`config.mk`:
```
export PLATFORM = sky130hd
export DESIGN_NAME = fetch_stage
export DESIGN_NICKNAME = d
export VERILOG_FILES = /design/src/rtl/cpu_pkg.sv /design/src/rtl/if_id_reg.sv /design/src/rtl/fetch_stage.sv
export SDC_FILE = /design/constraint.sdc
export NUM_CORES = 1
export LEC_CHECK = 0
export ABC_AREA = 1
export CAP_MARGIN = 20
export CORE_UTILIZATION = 38
export DETAILED_ROUTE_END_ITERATION = 7
export PLACE_DENSITY = 0.71
export SLEW_MARGIN = 20
export SYNTH_ARGS = -nofsm -noshare
export SYNTH_HDL_FRONTEND = slang
export SYNTH_SLANG_ARGS = --single-unit
export TNS_END_PERCENT = 20
```
`constraint.sdc`:
```
create_clock -name clk -period 1.9 [get_ports clk]
set_clock_uncertainty 0.15 [all_clocks]
set_input_delay 0.19 -clock clk [delete_from_list [all_inputs] [get_ports clk]]
set_output_delay 0.19 -clock clk [all_outputs]
set_load 0.01 [all_outputs]
```
`src/rtl/cpu_pkg.sv`:
```
// Types and constants shared between the fetch stage and the decode controller.
package cpu_pkg;

  localparam logic [31:0] NOP_INSTR = 32'h0000_0013;

  typedef enum logic [1:0] {
    RUN   = 2'd0,
    DRAIN = 2'd1,
    HALT  = 2'd2
  } fetch_state_e;

  // RV32I base opcodes; anything else makes decode raise DoneD
  localparam logic [6:0] OP_LUI    = 7'b0110111;
  localparam logic [6:0] OP_AUIPC  = 7'b0010111;
  localparam logic [6:0] OP_JAL    = 7'b1101111;
  localparam logic [6:0] OP_JALR   = 7'b1100111;
  localparam logic [6:0] OP_BRANCH = 7'b1100011;
  localparam logic [6:0] OP_LOAD   = 7'b0000011;
  localparam logic [6:0] OP_STORE  = 7'b0100011;
  localparam logic [6:0] OP_IMM    = 7'b0010011;
  localparam logic [6:0] OP_REG    = 7'b0110011;

endpackage

```
`src/rtl/if_id_reg.sv`:
```
// IF/ID pipeline register: flush beats stall, stall beats bubble, bubble beats load.
module if_id_reg #(
  parameter int          XLEN = 32,
  parameter logic [31:0] NOP  = 32'h0000_0013
) (
  input  logic            clk,
  input  logic            rst_n,
  input  logic            flush,
  input  logic            stall,
  input  logic            bubble,
  input  logic [31:0]     instr_f,
  input  logic [XLEN-1:0] pc_f,
  input  logic [XLEN-1:0] pc_plus4_f,
  output logic [31:0]     instr_d,
  output logic [XLEN-1:0] pc_d,
  output logic [XLEN-1:0] pc_plus4_d,
  output logic            valid_d
);

  // Bubbles only replace the instruction; PC fields keep their last value.
  always_ff @(posedge clk or negedge rst_n) begin
    if (!rst_n) begin
      instr_d    <= NOP;
      pc_d       <= '0;
      pc_plus4_d <= '0;
      valid_d    <= 1'b0;
    end else if (flush) begin
      instr_d <= NOP;
      valid_d <= 1'b0;
    end else if (stall) begin
      instr_d <= instr_d;
    end else if (bubble) begin
      instr_d <= NOP;
      valid_d <= 1'b0;
    end else begin
      instr_d    <= instr_f;
      pc_d       <= pc_f;
      pc_plus4_d <= pc_plus4_f;
      valid_d    <= 1'b1;
    end
  end

endmodule

```
`src/rtl/fetch_stage.sv`:
```
// IF stage: PC register, next-PC selection, IF/ID register and the halt/drain controller.
//  state | meaning
//  RUN   | fetching normally
//  DRAIN | bad opcode accepted; fetch frozen while older instructions retire
//  HALT  | pipeline drained, halted asserted until reset
module fetch_stage #(
  parameter int              XLEN         = 32,
  parameter logic [XLEN-1:0] RESET_PC     = '0,
  parameter logic [31:0]     NOP_INSTR    = cpu_pkg::NOP_INSTR,
  parameter int              DRAIN_CYCLES = 3
) (
  input  logic            clk,
  input  logic            rst_n,
  output logic [XLEN-1:0] PCF,
  input  logic [31:0]     InstrF,
  input  logic            PCSrcE,
  input  logic [XLEN-1:0] PCTargetE,
  input  logic            StallF,
  input  logic            StallD,
  input  logic            FlushD,
  input  logic            DoneD,
  output logic [31:0]     InstrD,
  output logic [XLEN-1:0] PCD,
  output logic [XLEN-1:0] PCPlus4D,
  output logic            ValidD,
  output logic            halted
);
  import cpu_pkg::*;

  localparam int CW = (DRAIN_CYCLES > 1) ? $clog2(DRAIN_CYCLES) : 1;
  localparam logic [CW-1:0] LAST_CNT = CW'(DRAIN_CYCLES - 1);

  fetch_state_e  state, state_nxt;
  logic [CW-1:0] drain_cnt, drain_cnt_nxt;
  logic [XLEN-1:0] pc_plus4, pc_nxt;
  logic run;

  always_ff @(posedge clk or negedge rst_n) begin
    if (!rst_n) begin
      state     <= RUN;
      drain_cnt <= '0;
    end else begin
      state     <= state_nxt;
      drain_cnt <= drain_cnt_nxt;
    end
  end

  // A stalled decode has not accepted the instruction yet, so DoneD waits.
  always_comb begin
    state_nxt     = state;
    drain_cnt_nxt = drain_cnt;
    unique case (state)
      RUN: begin
        if (DoneD && ValidD && !FlushD && !PCSrcE && !StallD) begin
          state_nxt     = DRAIN;
          drain_cnt_nxt = '0;
        end
      end
      DRAIN: begin
        if (PCSrcE) begin
          state_nxt     = RUN;
          drain_cnt_nxt = '0;
        end else if (drain_cnt == LAST_CNT) begin
          state_nxt = HALT;
        end else begin
          drain_cnt_nxt = drain_cnt + 1'b1;
        end
      end
      HALT:    state_nxt = HALT;
      default: state_nxt = RUN;
    endcase
  end

  always_comb begin
    run    = (state == RUN);
    halted = (state == HALT);
  end

  assign pc_plus4 = PCF + XLEN'(4);

  always_comb begin
    if (PCSrcE)             pc_nxt = PCTargetE;
    else if (StallF || !run) pc_nxt = PCF;
    else                    pc_nxt = pc_plus4;
  end

  always_ff @(posedge clk or negedge rst_n) begin
    if (!rst_n) PCF <= RESET_PC;
    else        PCF <= pc_nxt;
  end

  if_id_reg #(.XLEN(XLEN), .NOP(NOP_INSTR)) u_if_id (
    .clk        (clk),
    .rst_n      (rst_n),
    .flush      (FlushD || PCSrcE),
    .stall      (StallD),
    .bubble     (!run),
    .instr_f    (InstrF),
    .pc_f       (PCF),
    .pc_plus4_f (pc_plus4),
    .instr_d    (InstrD),
    .pc_d       (PCD),
    .pc_plus4_d (PCPlus4D),
    .valid_d    (ValidD)
  );

endmodule

```
Word level (Yosys, flattened, before mapping)
Index checks and enable logic that the tools add are counted. W data, S select, Z words.

Output and inout port bits: 130. Word-level logic and storage cells: 50. Register bits: 133.

Reductions and logical operators: 15. Equal/unequal tests: 8. Add/sub/neg operators: 2. Multiplexer cells: 16. Bitwise logic cells: 2.

Operators by type and width (count): $mux W32 (5); $add A32 B3 Y32 const B (1); $mux W2 (6); $ne A3 B3 Y1 const B (2); $pmux W2 S3 (1); $reduce_and A3 Y1 (2); $eq A2 B2 Y1 const B (2); $logic_and A1 B1 Y1 (4); $logic_not A1 Y1 (4); $ne A2 B1 Y1 const B (2); $pmux W2 S2 (1); $mux W1 (3); $add A2 B1 Y2 const B (1); $eq A2 B1 Y1 const B (1); $logic_not A2 Y1 (1); $logic_or A1 B1 Y1 (2); $ne A2 B2 Y1 const B (1); $not A1 Y1 (2); $reduce_and A2 Y1 (1); $reduce_bool A2 Y1 (1).

Depth between registers and ports, before layout
Gate-level depths: netlist of the first run.

Depth in word-level cells: 6. Depth in mapped cells: 10.

By module
Synthesis of the first run repeated with hierarchy kept, for this count alone.

Cells, all modules: 829. Area, all modules: 6560.0 µm².

Modules (own cells, without submodules): if_id_reg (cells each 429, area each 3883.7 µm², seq. area each 2431.1 µm², instances 1); fetch_stage (cells each 400, area each 2676.3 µm², seq. area each 900.9 µm², instances 1).

Worst setup path before layout of the first run
No wires, ideal clock.

Kind: register to register. Start point: reg PCF[3]. End point: reg u_if_id.pc_plus4_d[22]. Required time: 1.633 ns. Slack: 0.245 ns. Arrival time: 1.388 ns. Period minus slack after synthesis: 1.655 ns. Cell stages (with the launch flop): 11. Library setup time: 0.117 ns. Cells stage by stage: dfrtp_1 ha_1 nand2_2 nor2_4 nand2_4 nor2_4 nand2_1 nand2_1 nand2_1 nand2_1 nand2_1.

Word-level cells in the longest chain between the ends: 1.

Ends and longest elaborated chain: start, declared (line fetch_stage.sv:14) `output logic [XLEN-1:0] PCF,`; start signal, assigned (line fetch_stage.sv:89) `else PCF <= pc_nxt;`; $add A32 B3 Y32 (line fetch_stage.sv:79) `assign pc_plus4 = PCF + XLEN'(4);`; end signal, assigned (line if_id_reg.sv:38) `pc_plus4_d <= pc_plus4_f;`; end, declared (line if_id_reg.sv:16) `output logic [XLEN-1:0] pc_plus4_d,`.

No other way between the ends. A chain may end at the register's enable or synchronous reset.

Worst setup path after layout of the first run
Start point: reg PCF[4]. End point: out PCF[4].

No word-level cell between the ends.

==> impl_metrics.ini, run 1 <==
[run_status]
status = finished, final reports clean

[worst_setup_path]
cp.arrival_ps = 1530
cp_num_buf_inv = 1
crit_fanout = 7
critPathMaxStageDelay_ps = 600
path_cells = clkdlybuf4s50_1
critPathSlowestCell = clkdlybuf4s50_1
timing_worst_setup_path_type = flop to output port
cp.depth = 1
rr_worst_depth = 9
critPathLaunchType = flop
cp.required_ps = 1560
path_delay_family = buffers and inverters
cp-end-kind = output port

[floorplan]
io_pins = 201
core_um2 = 15300
start_util = 0.392
rows = 45
die_area_um2 = 16200
dieWidth_um = 127
chipHeight_um = 127

[drt]
drt_iter0_drc = 281
antenna_left = 0
via_per_inst = 4.76
drc = 0
vias = 5413
wl_per_cell_um = 14.5
dr.pass1.iters = 4
routed_wl_um = 16500

[final_layout]
nets = 987
final_common_cell = nand2_1
final_cell_mix = nand2_1, clkdlybuf4s50_1, dfrtp_1, inv_1, o21ai_0
n_antenna_cell = 0
seqCellArea_um2 = 3280
multi_input_area_um2 = 2270
fill_cells = 1311
syn_to_final_growth_pct = 51.1
finalNonFillerCells = 1138
drive_above_1_share = 0.0863

[placement]
portBuffers = 200
dpl.hpwl_um = 12000
gp_congestion = 0.796
placedCellCount = 1105

[sta]
rsz0062_at_grt = no
worstMarginPinSlew_ps = 497
period_minus_slack_ps = 1870
finalHoldViolations = 0
finalSetupViolations = 0
maxSlewHeadroom = 0.669
maxSlewViolCount = 0
fmax_mhz = 536
post-route-period-util = 0.983

[clock_network]
cts_tree = built
cts.sinks = 131
clk_path_buf_depth = 2
clk_pin_slew_worst_paths_ps = 60
cts_root_buffer = clkbuf_16
clk-insertion-delay-late_ps = 420
cts_buffers = 17
postCtsSetupRepairBufs = 0
htreeDepth = 4

[global_routing]
grt_pass1_wl_um = 27200
antenna_found_initial = 0
grt_max_degree = 51
overflow = 0
first_global_vias = 5318
grt_usage = 0.217

[synth]
yosysWarnings = 0
synth_nets = 774
ys_seq_elements = 131
yosysSeqAreaShare = 0.549
avgSynthCellArea_um2 = 8.53
synth_area_leaders = dfrtp_1, nand2_1, o21ai_0
synth_top_cell_area_share = 0.536
synth_cells = 701
yosys.area.top_type = dfrtp_1
synth.distinct_cells = 32
syn-cell-area_um2 = 5980

[hold_path]
min_path_type = input pin to async pin

[pwr]
peakVddDrop_mv = 0.595
powerDensity_nw_per_um2 = 974
leakage_nw = 4.26
power_mw = 8.80

[run]
drv_cap = 0
-- metal layers --
| layer | part of all wire | global-route usage | up-vias |
|---|---|---|---|
| met3 | 0.083 | 0.0775 | 18 |
| met4 | 0.014 | 0.0623 | 0 |
| met2 | 0.46 | 0.350 | 189 |
| met5 | 0 | 0 | - |
| met1 | 0.44 | 0.274 | 2559 |
| li1 | - | - | 2647 |
-- synth_stat cells --
library cell / number
nand2_1: 260
dfrtp_1: 128
inv_1: 71
o21ai_0: 68
nor2_1: 34
a22o_1: 29
nand3_1: 24
buf_2: 16
xor2_1: 13
clkbuf_1: 7
nor2_4: 6
buf_4: 5
o21bai_1: 5
nor2_2: 4
dfstp_2: 3
nand2_2: 3
o211ai_1: 3
o22a_1: 3
and2_1: 2
buf_1: 2
buf_6: 2
ha_1: 2
o221ai_1: 2
a21oi_1: 1
inv_2: 1
nand2_4: 1
nand4_1: 1
nor3_1: 1
o21a_1: 1
o22ai_1: 1
o32ai_1: 1
xor2_2: 1
-- per-stage QoR --
step | hold slack (ps) | cell area (µm²) | TNS [ps] | setup slack [ps] | util
4_1_cts | 161 | 9020 | 0 | 2.53 | 0.591
3_5_place_dp | 26.8 | 8390 | -2.38 | -2.38 | 0.550
5_1_grt | 181 | 9030 | 0 | 2.19 | 0.592
3_3_place_gp | 23.2 | 8390 | 0 | 65.2 | 0.550
6_report | 145 | 9030 | 0 | 33.0 | 0.592
2_1_floorplan | -256 | 5980 | 0 | 245 | -
-- area by class of cell --
type	count	share of cell area
flip-flops and latches	131	0.363
inverters	72	0.0299
clock inverters	15	0.0226
clock buffers	17	0.0471
repair buffers	226	0.256
well taps	211	0.0292
multi-input cells	466	0.251
-- where the power goes --
part / internal [mW] / switching (mW)
registers: 3.15 / 0.268
clock network: 2.21 / 1.29
logic: 1.03 / 0.846
-- state kept, by name, indices dropped and copies added (netlist names) --
signal	count
u_if_id.valid_d	1
PCF	32
u_if_id.instr_d	32
u_if_id.pc_d	30
u_if_id.pc_plus4_d	32
drain_cnt	2
state	2
-- logic make-up (layout without fill, tap and decap cells) --
group | count (synthesis) | after routing | synth area share
DFF | 131 | 131 | 0.549
xor gates and xnor gates | 14 | 14 | 0.0218
AOI/OAI and AO/OA | 114 | 114 | 0.121
adders and majority gates | 2 | 2 | 0.00419
and+or+nand+nor | 336 | 336 | 0.229
buffers and inverters | 104 | 330 | 0.0743
-- timing repair --
| item | CTS | global route |
|---|---|---|
| hold buffers | 1 | 0 |
| setup endpoints to repair | 0 | 29 |
| resized for setup | 0 | 2 |
| hold endpoints to repair | 115 | 0 |
-- worst paths after layout --
check / to / slack, ps / startpoint
setup / recovery: PCF[4] / 30 / PCF[4]
hold reg to reg: u_if_id.pc_plus4_d[2] / 330 / u_if_id.pc_plus4_d[2]
hold / removal: u_if_id.pc_plus4_d[9] / 140 / rst_n
setup reg to reg: u_if_id.pc_plus4_d[27] / 130 / PCF[4]
max in group asynchronous: u_if_id.valid_d / 850 / rst_n
min in group clk: PCF[0] / 190 / PCTargetE[0]
No activity file was read; power rests on OpenSTA's default activity.
==> run 2, diff against run 1 <==
CAP_MARGIN = default   (was 20)
SETUP_SLACK_MARGIN = 0.02   (was default)
==> impl_metrics.ini, run 2 (synthesized netlist as in run 1, its figures left out) <==
[drt]
antenna_left = 0
drc = 0
via_per_inst = 4.76
routed_wl_um = 16500
dr.pass1.iters = 4
drt_iter0_drc = 272
wl_per_cell_um = 14.5
vias = 5419

[worst_setup_path]
critPathLaunchType = flop
cp_num_buf_inv = 1
critPathMaxStageDelay_ps = 600
path_cells = clkdlybuf4s50_1
path_delay_family = buffers and inverters
crit_fanout = 7
cp.required_ps = 1560
cp.arrival_ps = 1530
timing_worst_setup_path_type = flop to output port
cp-end-kind = output port
critPathSlowestCell = clkdlybuf4s50_1

[placement]
gp_congestion = 0.796
portBuffers = 200
dpl.hpwl_um = 12000
post-place-ws_ps = -2.38
post_dp_cell_area_um2 = 8390

[final_layout]
n_antenna_cell = 0
drive_above_1_share = 0.0863
final_cell_area_um2 = 9030
seqCellArea_um2 = 3280
nets = 987
final_common_cell = nand2_1
syn_to_final_growth_pct = 51.0
fill_cells = 1311
multi_input_area_um2 = 2270
final_core_util = 0.592
top_regs = PCF (32), u_if_id.instr_d (32), u_if_id.pc_plus4_d (32)
final_cell_mix = nand2_1, clkdlybuf4s50_1, dfrtp_1, inv_1, o21ai_0

[sta]
finalSetupTns_ps = 0
timing.final.ws_setup_ps = 32.9
hold_slack_ps = 145
post-route-period-util = 0.983
fmax_mhz = 536
maxSlewViolCount = 0
finalHoldViolations = 0
rsz0062_at_grt = yes
finalSetupViolations = 0
worstMarginPinSlew_ps = 497
period_minus_slack_ps = 1870
maxSlewHeadroom = 0.669

[floorplan]
rows = 45
io_pins = 201
die_area_um2 = 16200
chipHeight_um = 127
dieWidth_um = 127
core_um2 = 15300
start_util = 0.392

[clock_network]
clk-insertion-delay-late_ps = 420
clk_pin_slew_worst_paths_ps = 60
cts.sinks = 131
clk_path_buf_depth = 2
cts_tree = built
cts_root_buffer = clkbuf_16
postCtsSetupRepairBufs = 0
htreeDepth = 4
cts_buffers = 17

[global_routing]
grt_pass1_wl_um = 27200
antenna_found_initial = 0
overflow = 0
first_global_vias = 5318
grt_max_degree = 51
grt_usage = 0.217

[hold_path]
min_path_type = input pin to async pin

[pwr]
peakVddDrop_mv = 0.595
powerDensity_nw_per_um2 = 974
leakage_nw = 4.25

[run_status]
status = finished, final reports clean

[run]
drv_cap = 0
## run 2: cell types whose count changed in the layout (fill, tap and decap cells not counted)
cell / delta
dlymetal6s2s_1: -1
dlygate4sd2_1: +1
## run 2: layout make-up
class                   instances  area share
multi-input cells             466       0.251
clock buffers                  17      0.0471
inverters                      72      0.0299
clock inverters                15      0.0226
repair buffers                226       0.256
well taps                     211      0.0292
flip-flops and latches        131       0.364
## run 2: routing by layer
| layer | vias up | GRT usage | part of all wire |
|---|---|---|---|
| met5 | - | 0 | 0 |
| met4 | 0 | 0.0623 | 0.014 |
| met3 | 19 | 0.0775 | 0.083 |
| met2 | 193 | 0.350 | 0.46 |
| met1 | 2560 | 0.274 | 0.44 |
| li1 | 2647 | - | - |
## run 2: repair_timing
action,CTS,global route
endpoints found under the setup margin,1,46
endpoints found under the hold margin,115,0
gates resized for setup,1,1
hold buffers,1,0
## run 2: per-stage QoR
stage | cells | power, mW
after floorplan | 701 | 4.16
after global placement | 1105 | 5.33
after detailed placement | 1105 | 5.35
after CTS | 1138 | 8.88
after global routing | 1138 | 9.22
final | 1138 | 8.80
## run 2: worst paths after layout
kind / slack (ps) / cells after the start / end / from
setup / recovery: 30 / 1 / PCF[4] / PCF[4]
hold / removal: 140 / 2 / u_if_id.pc_plus4_d[9] / rst_n
setup reg to reg: 130 / 9 / u_if_id.pc_plus4_d[27] / PCF[4]
hold reg to reg: 330 / 2 / u_if_id.pc_plus4_d[2] / u_if_id.pc_plus4_d[2]
max in group asynchronous: 850 / 3 / u_if_id.valid_d / rst_n
min in group clk: 190 / 3 / PCF[0] / PCTargetE[0]
## run 2: report_power, final
group | total (mW) | switching (mW) | internal [mW]
Combinational | 1.88 | 0.846 | 1.03
Clock | 3.50 | 1.29 | 2.21
Sequential | 3.42 | 0.268 | 3.15
Total | 8.80 | 2.41 | 6.39
==> run 3, diff against run 2 <==
TNS_END_PERCENT = 5   (was 20)
==> results of run 3 <==
The final DEF is identical to that of run 2; final timing and power are the same.
==> RTL edit 1, RTL diff (flow settings as in run 1) <==
Add an input register stage for `PCTargetE`, without a reset; this delays it by one clock. The other inputs are not delayed to match.
--- a/src/rtl/fetch_stage.sv
+++ b/src/rtl/fetch_stage.sv
@@ -30,4 +30,10 @@
   localparam int CW = (DRAIN_CYCLES > 1) ? $clog2(DRAIN_CYCLES) : 1;
   localparam logic [CW-1:0] LAST_CNT = CW'(DRAIN_CYCLES - 1);
+
+  logic [XLEN-1:0] PCTargetE_q;
+
+  always_ff @(posedge clk) begin
+    PCTargetE_q <= PCTargetE;
+  end
 
   fetch_state_e  state, state_nxt;
@@ -80,5 +86,5 @@
 
   always_comb begin
-    if (PCSrcE)             pc_nxt = PCTargetE;
+    if (PCSrcE)             pc_nxt = PCTargetE_q;
     else if (StallF || !run) pc_nxt = PCF;
     else                    pc_nxt = pc_plus4;
Formal check against the unedited RTL: not equivalent (a bounded check fails within 4 cycles, from zero or initial values and one cycle with rst_n low).
==> RTL edit 1 against run 1 <==
Global-route usage decreased by 0.71 points; critical path depth is 1 higher; sequential cell count rose by 32; worst setup slack gained 0.049 ns; first-iteration DRC count down 8.9%; cell area up 7.7%; area after synthesis increased by 12%; routed wire length up 9.6%; hold slack got worse by 0.11 ns; highest routed layer unchanged.
Power is not compared: it rests on default switching activity, and its combinational part moved more than twofold at a synthesized area within 25%.
==> RTL edit 1: results (changes against run 1) <==
----------------------------------------------------
[Status]
  Outcome ... completed

[Min path]
  Path class of the lowest-slack min-delay path ... in2reg

[Global route]
  Aggregate global-route resource usage ... 21.0% (-0.71 points)
  Vias in the first global route ... 5524 (+3.9%)
  First-pass GRT wire length ... 29100 um (+7.2%)
  Fraction of met2 tracks used by global routing ... 33.7% (-1.3 points)
  Fraction of met1 tracks used by global routing ... 27.7% (+0.33 points)
  Met3 Track Usage GR ... 5.07% (-2.7 points)
  Largest net degree at the start of global routing ... 91 (+78%)

[Clock network]
  Quantity of gates resized following cts ... 1 (+1)
  Post-CTS Setup Bufs ... 1 (+1)

[Placed design]
  Routability congestion estimate from global placement ... 0.844 (+6.0%)
  Cell area after placement ... 9040 um^2 (+7.8%)
  Post-detail-place hpwl ... 12900 um (+7.4%)
  Worst-case setup slack after placement ... 0.102 ns (+0.105 ns)
  Placed cells ... 1147 (+3.8%)

[Logic synthesis]
  Share of synthesized cell area in full adder, half adder and majority cells ... 0.374% (-0.045 points)
  Top area cells in the synthesized netlist ... sky130_fd_sc_hd__dfrtp_1 (48%), sky130_fd_sc_hd__nand2_1 (14%), sky130_fd_sc_hd__dfxtp_1 (9.6%)
  Cells after Synth ... 733 (+4.6%)
  Distinct cells, synth ... 35 (+9.4%)
  Most used standard cells in the synthesized netlist ... sky130_fd_sc_hd__nand2_1 (247), sky130_fd_sc_hd__dfrtp_1 (128), sky130_fd_sc_hd__inv_1 (70), sky130_fd_sc_hd__o21ai_0 (60), sky130_fd_sc_hd__nand3_1 (36)
  Area share of the leading cell type in the synthesized netlist ... 47.9% (-5.7 points)
  Sequential-to-total area share from yosys stat ... 58.6% (+3.7 points)
  Number of nets produced by synthesis ... 806 (+4.1%)
  Compound-gate portion of the synthesized area ... 10.4% (-1.8 points)

[Drt]
  Count of vias placed by the detailed router ... 5573 (+3.0%)
  Routed length per placed instance ... 15.3 um (+5.6%)
  Met3 wirelength from detailed routing ... 1160 um (-15%)
  Wire length on met1 ... 8270 um (+14%)
  Detailed route wirelength on metal2 ... 8390 um (+9.7%)
  Number of DRC markers after the initial detailed-route iteration ... 256 (-8.9%)

[Cells and area]
  Number of inserted filler cells in the final layout ... 1523 (+16%)
  Share of post-route cells with drive strength above 1 ... 9.21% (+0.58 points)
  Number of nets in the finished design ... 1016 (+2.9%)
  Post-route insts no fill ... 1181 (+3.8%)

[Worst setup path]
  Launch point of the worst reg-to-reg path ... PCF[2]
  CP Launch Point ... PCF[11]
  Critical path data arrival time ... 1.48 ns (-0.05 ns)
  FF-to-FF path depth ... 8 (-1)

[Timing]
  Minimum period implied by the final worst setup slack ... 1.82 ns (-0.0489 ns)
  Worst-Margin Slew ... 0.356 ns (-0.141 ns)

[Pwr]
  Total power density per cell area ... 1320 nW/um^2

----------------------------------------------------
-- RTL edit 1: layout make-up --
cell class / count / share of cell area [%]
clock buffer: 18 / 4.41
inverter: 72 / 2.78
timing repair buffer: 223 / 23.3
multi-input combinational: 466 / 23.9
tap: 225 / 2.89
clock inverter: 14 / 2.40
sequential: 163 / 40.3
-- RTL edit 1: metrics by stage --
step                total power [mW]  hold slack [ns]
global route                    13.6           0.0420
detailed placement              9.09          -0.0582
floorplan                       6.60           -0.256
CTS                             13.0           0.0221
finish                          12.9           0.0347
global placement                9.04          -0.0601
-- RTL edit 1: how the worst min path moves through the flow --
| stage | start | end | cells past startpoint |
|---|---|---|---|
| after floorplan | rst_n | PCF[0] | 0 |
| after global placement | rst_n | u_if_id.pc_d[4] | 1 |
| after detailed placement | rst_n | u_if_id.pc_d[4] | 1 |
| after CTS | PCSrcE | state[0] | 4 |
| after global routing | PCTargetE[0] | PCTargetE_q[0] | 1 |
| final | PCSrcE | state[0] | 4 |
==> RTL edit 2, RTL diff (settings of run 1) <==
Without the edit above. The parameter `DRAIN_CYCLES` goes from 3 to 6.
--- a/src/rtl/fetch_stage.sv
+++ b/src/rtl/fetch_stage.sv
@@ -8,5 +8,5 @@
   parameter logic [XLEN-1:0] RESET_PC     = '0,
   parameter logic [31:0]     NOP_INSTR    = cpu_pkg::NOP_INSTR,
-  parameter int              DRAIN_CYCLES = 3
+  parameter int              DRAIN_CYCLES = 6
 ) (
   input  logic            clk,
Function: changed (Yosys sat finds a counterexample within 10 cycles, from zero or initial values and one cycle with rst_n low).
==> RTL edit 2 against run 1 <==
Cell area increased by 1.3%; core utilization up 0.12 points; area after synthesis up 2.0%; sequential cell count is 1 higher; total power up 1.3%; final cell count increased by 0.62%; global-route usage grew 0.99 points; die area is 2.0% higher; routed wire length up 9.3%; hold slack got worse by 0.064 ns; worst setup slack better by 0.010 ns; largest cell class unchanged; largest power group unchanged.
==> RTL edit 2: results (changes against run 1) <==
----------------------------------------------------
[Status]
  Outcome ... completed

[Logic synthesis]
  Share of synthesized cell area in full adder, half adder and majority cells ... 0.616% (+0.20 points)
  Distinct cells, synth ... 33 (+3.1%)
  Sequential-to-total area share from yosys stat ... 54.2% (-0.67 points)
  Compound-gate portion of the synthesized area ... 11.5% (-0.65 points)
  Mean Syn Cell Area ... 8.62 um^2 (+1.1%)
  Synth Flop Type ... sky130_fd_sc_hd__dfrtp_1
  Most used standard cells in the synthesized netlist ... sky130_fd_sc_hd__nand2_1 (258), sky130_fd_sc_hd__dfrtp_1 (129), sky130_fd_sc_hd__inv_1 (68), sky130_fd_sc_hd__o21ai_0 (62), sky130_fd_sc_hd__nand3_1 (31)
  Xor/xnor cell area share of the yosys netlist ... 2.38% (+0.20 points)
  Top area cells in the synthesized netlist ... sky130_fd_sc_hd__dfrtp_1 (53%), sky130_fd_sc_hd__nand2_1 (16%), sky130_fd_sc_hd__o21ai_0 (5.1%)
  Number of nets produced by synthesis ... 781 (+0.90%)

[Placed design]
  Worst-case setup slack after placement ... 0.0969 ns (+0.0993 ns)
  Cell area after placement ... 8470 um^2 (+1.1%)
  Placed cells ... 1111 (+0.54%)
  Post-detail-place hpwl ... 13100 um (+8.6%)
  Routability congestion estimate from global placement ... 0.813 (+2.1%)

[Cells and area]
  Share of post-route cells with drive strength above 1 ... 9.64% (+1.0 points)
  Number of nets in the finished design ... 995 (+0.81%)

[Pwr]
  Switching component of the power ... 2.35 mW (-2.4%)
  VDD IR-drop max ... 0.586 mV (-1.4%)
  Leakage ... 4.36 nW (+2.1%)

[Drt]
  Routed WL ... 18000 um (+9.3%)
  Via density per instance ... 4.79 (+0.73%)
  Pre-antenna DRT Iters ... 4 (unchanged)
  Count of vias placed by the detailed router ... 5486 (+1.3%)
  Number of DRC markers after the initial detailed-route iteration ... 259 (-7.8%)

[Global route]
  First-pass GRT wire length ... 28600 um (+5.1%)
  Aggregate global-route resource usage ... 22.7% (+0.99 points)
  Largest net degree at the start of global routing ... 64 (+25%)

[Timing]
  Worst slew margin relative to its limit ... 77.9% (+11 points)

[Min path]
  Path class of the lowest-slack min-delay path ... in2reg

[Worst setup path]
  Critical path fanouts, max ... 3 (-4)
  Crit path largest cell delay ... 0.53 ns (-0.07 ns)

[Clock network]
  Quantity of gates resized following cts ... 1 (+1)
  Post-CTS Setup Bufs ... 0 (unchanged)
  Cts bufs inserted ... 17 (unchanged)
  Clock-pin slew on the worst setup and hold paths ... 0.06 ns (about the same)

----------------------------------------------------
RTL edit 2: final timing paths:
kind,endpoint,slack (ns),from,cells past startpoint
worst min-delay path,drain_cnt[2],0.08,PCSrcE,4
min in group asynchronous,u_if_id.instr_d[16],0.09,rst_n,2
max in group asynchronous,u_if_id.pc_plus4_d[4],0.93,rst_n,3
worst max register to register,u_if_id.pc_plus4_d[30],0.15,PCF[2],10
worst min register to register,u_if_id.pc_plus4_d[2],0.33,u_if_id.pc_plus4_d[2],2
worst max-delay path,PCF[9],0.04,PCF[9],2
RTL edit 2: worst min-delay path, delay by kind of cell:
family / cells / cell delay (ns)
compound gates: 1 / 0.08
buf+inv: 2 / 0.24
simple gates: 1 / 0.09
RTL edit 2: cell families after synthesis:
| family | after synthesis |
|---|---|
| buf+inv | 102 |
| simple gates | 346 |
| fa+ha+maj | 3 |
| xor+xnor | 14 |
| flops | 132 |
| compound gates | 110 |
RTL edit 2: layer usage:
metal | share of wire (%) | vias to the layer above | wire, um | track usage (%)
li1 | - | 2678 | - | -
met2 | 47 | 191 | 8530 | 37.3
met3 | 6.8 | 20 | 1220 | 5.45
met4 | 1.7 | 0 | 299 | 8.44
met1 | 44 | 2597 | 7980 | 29.0
met5 | 0 | - | 0 | 0
RTL edit 2: power groups by stage:
stage,clock network [mW],logic [mW],registers [mW]
floorplan,0,0.565,3.62
global placement,0,1.89,3.49
detailed placement,0,1.90,3.49
CTS,3.62,1.92,3.45
global route,3.76,2.08,3.50
finish,3.56,1.90,3.45
RTL edit 2: area by class of cell:
type / instances / area, um^2
Clock buffer: 23 / 498
Clock inverter: 9 / 148
Fill cell: 1383 / 6280
Inverter: 70 / 263
Multi-Input combinational cell: 473 / 2370
Sequential cell: 132 / 3310
Tap cell: 211 / 264
Timing Repair Buffer: 227 / 2290
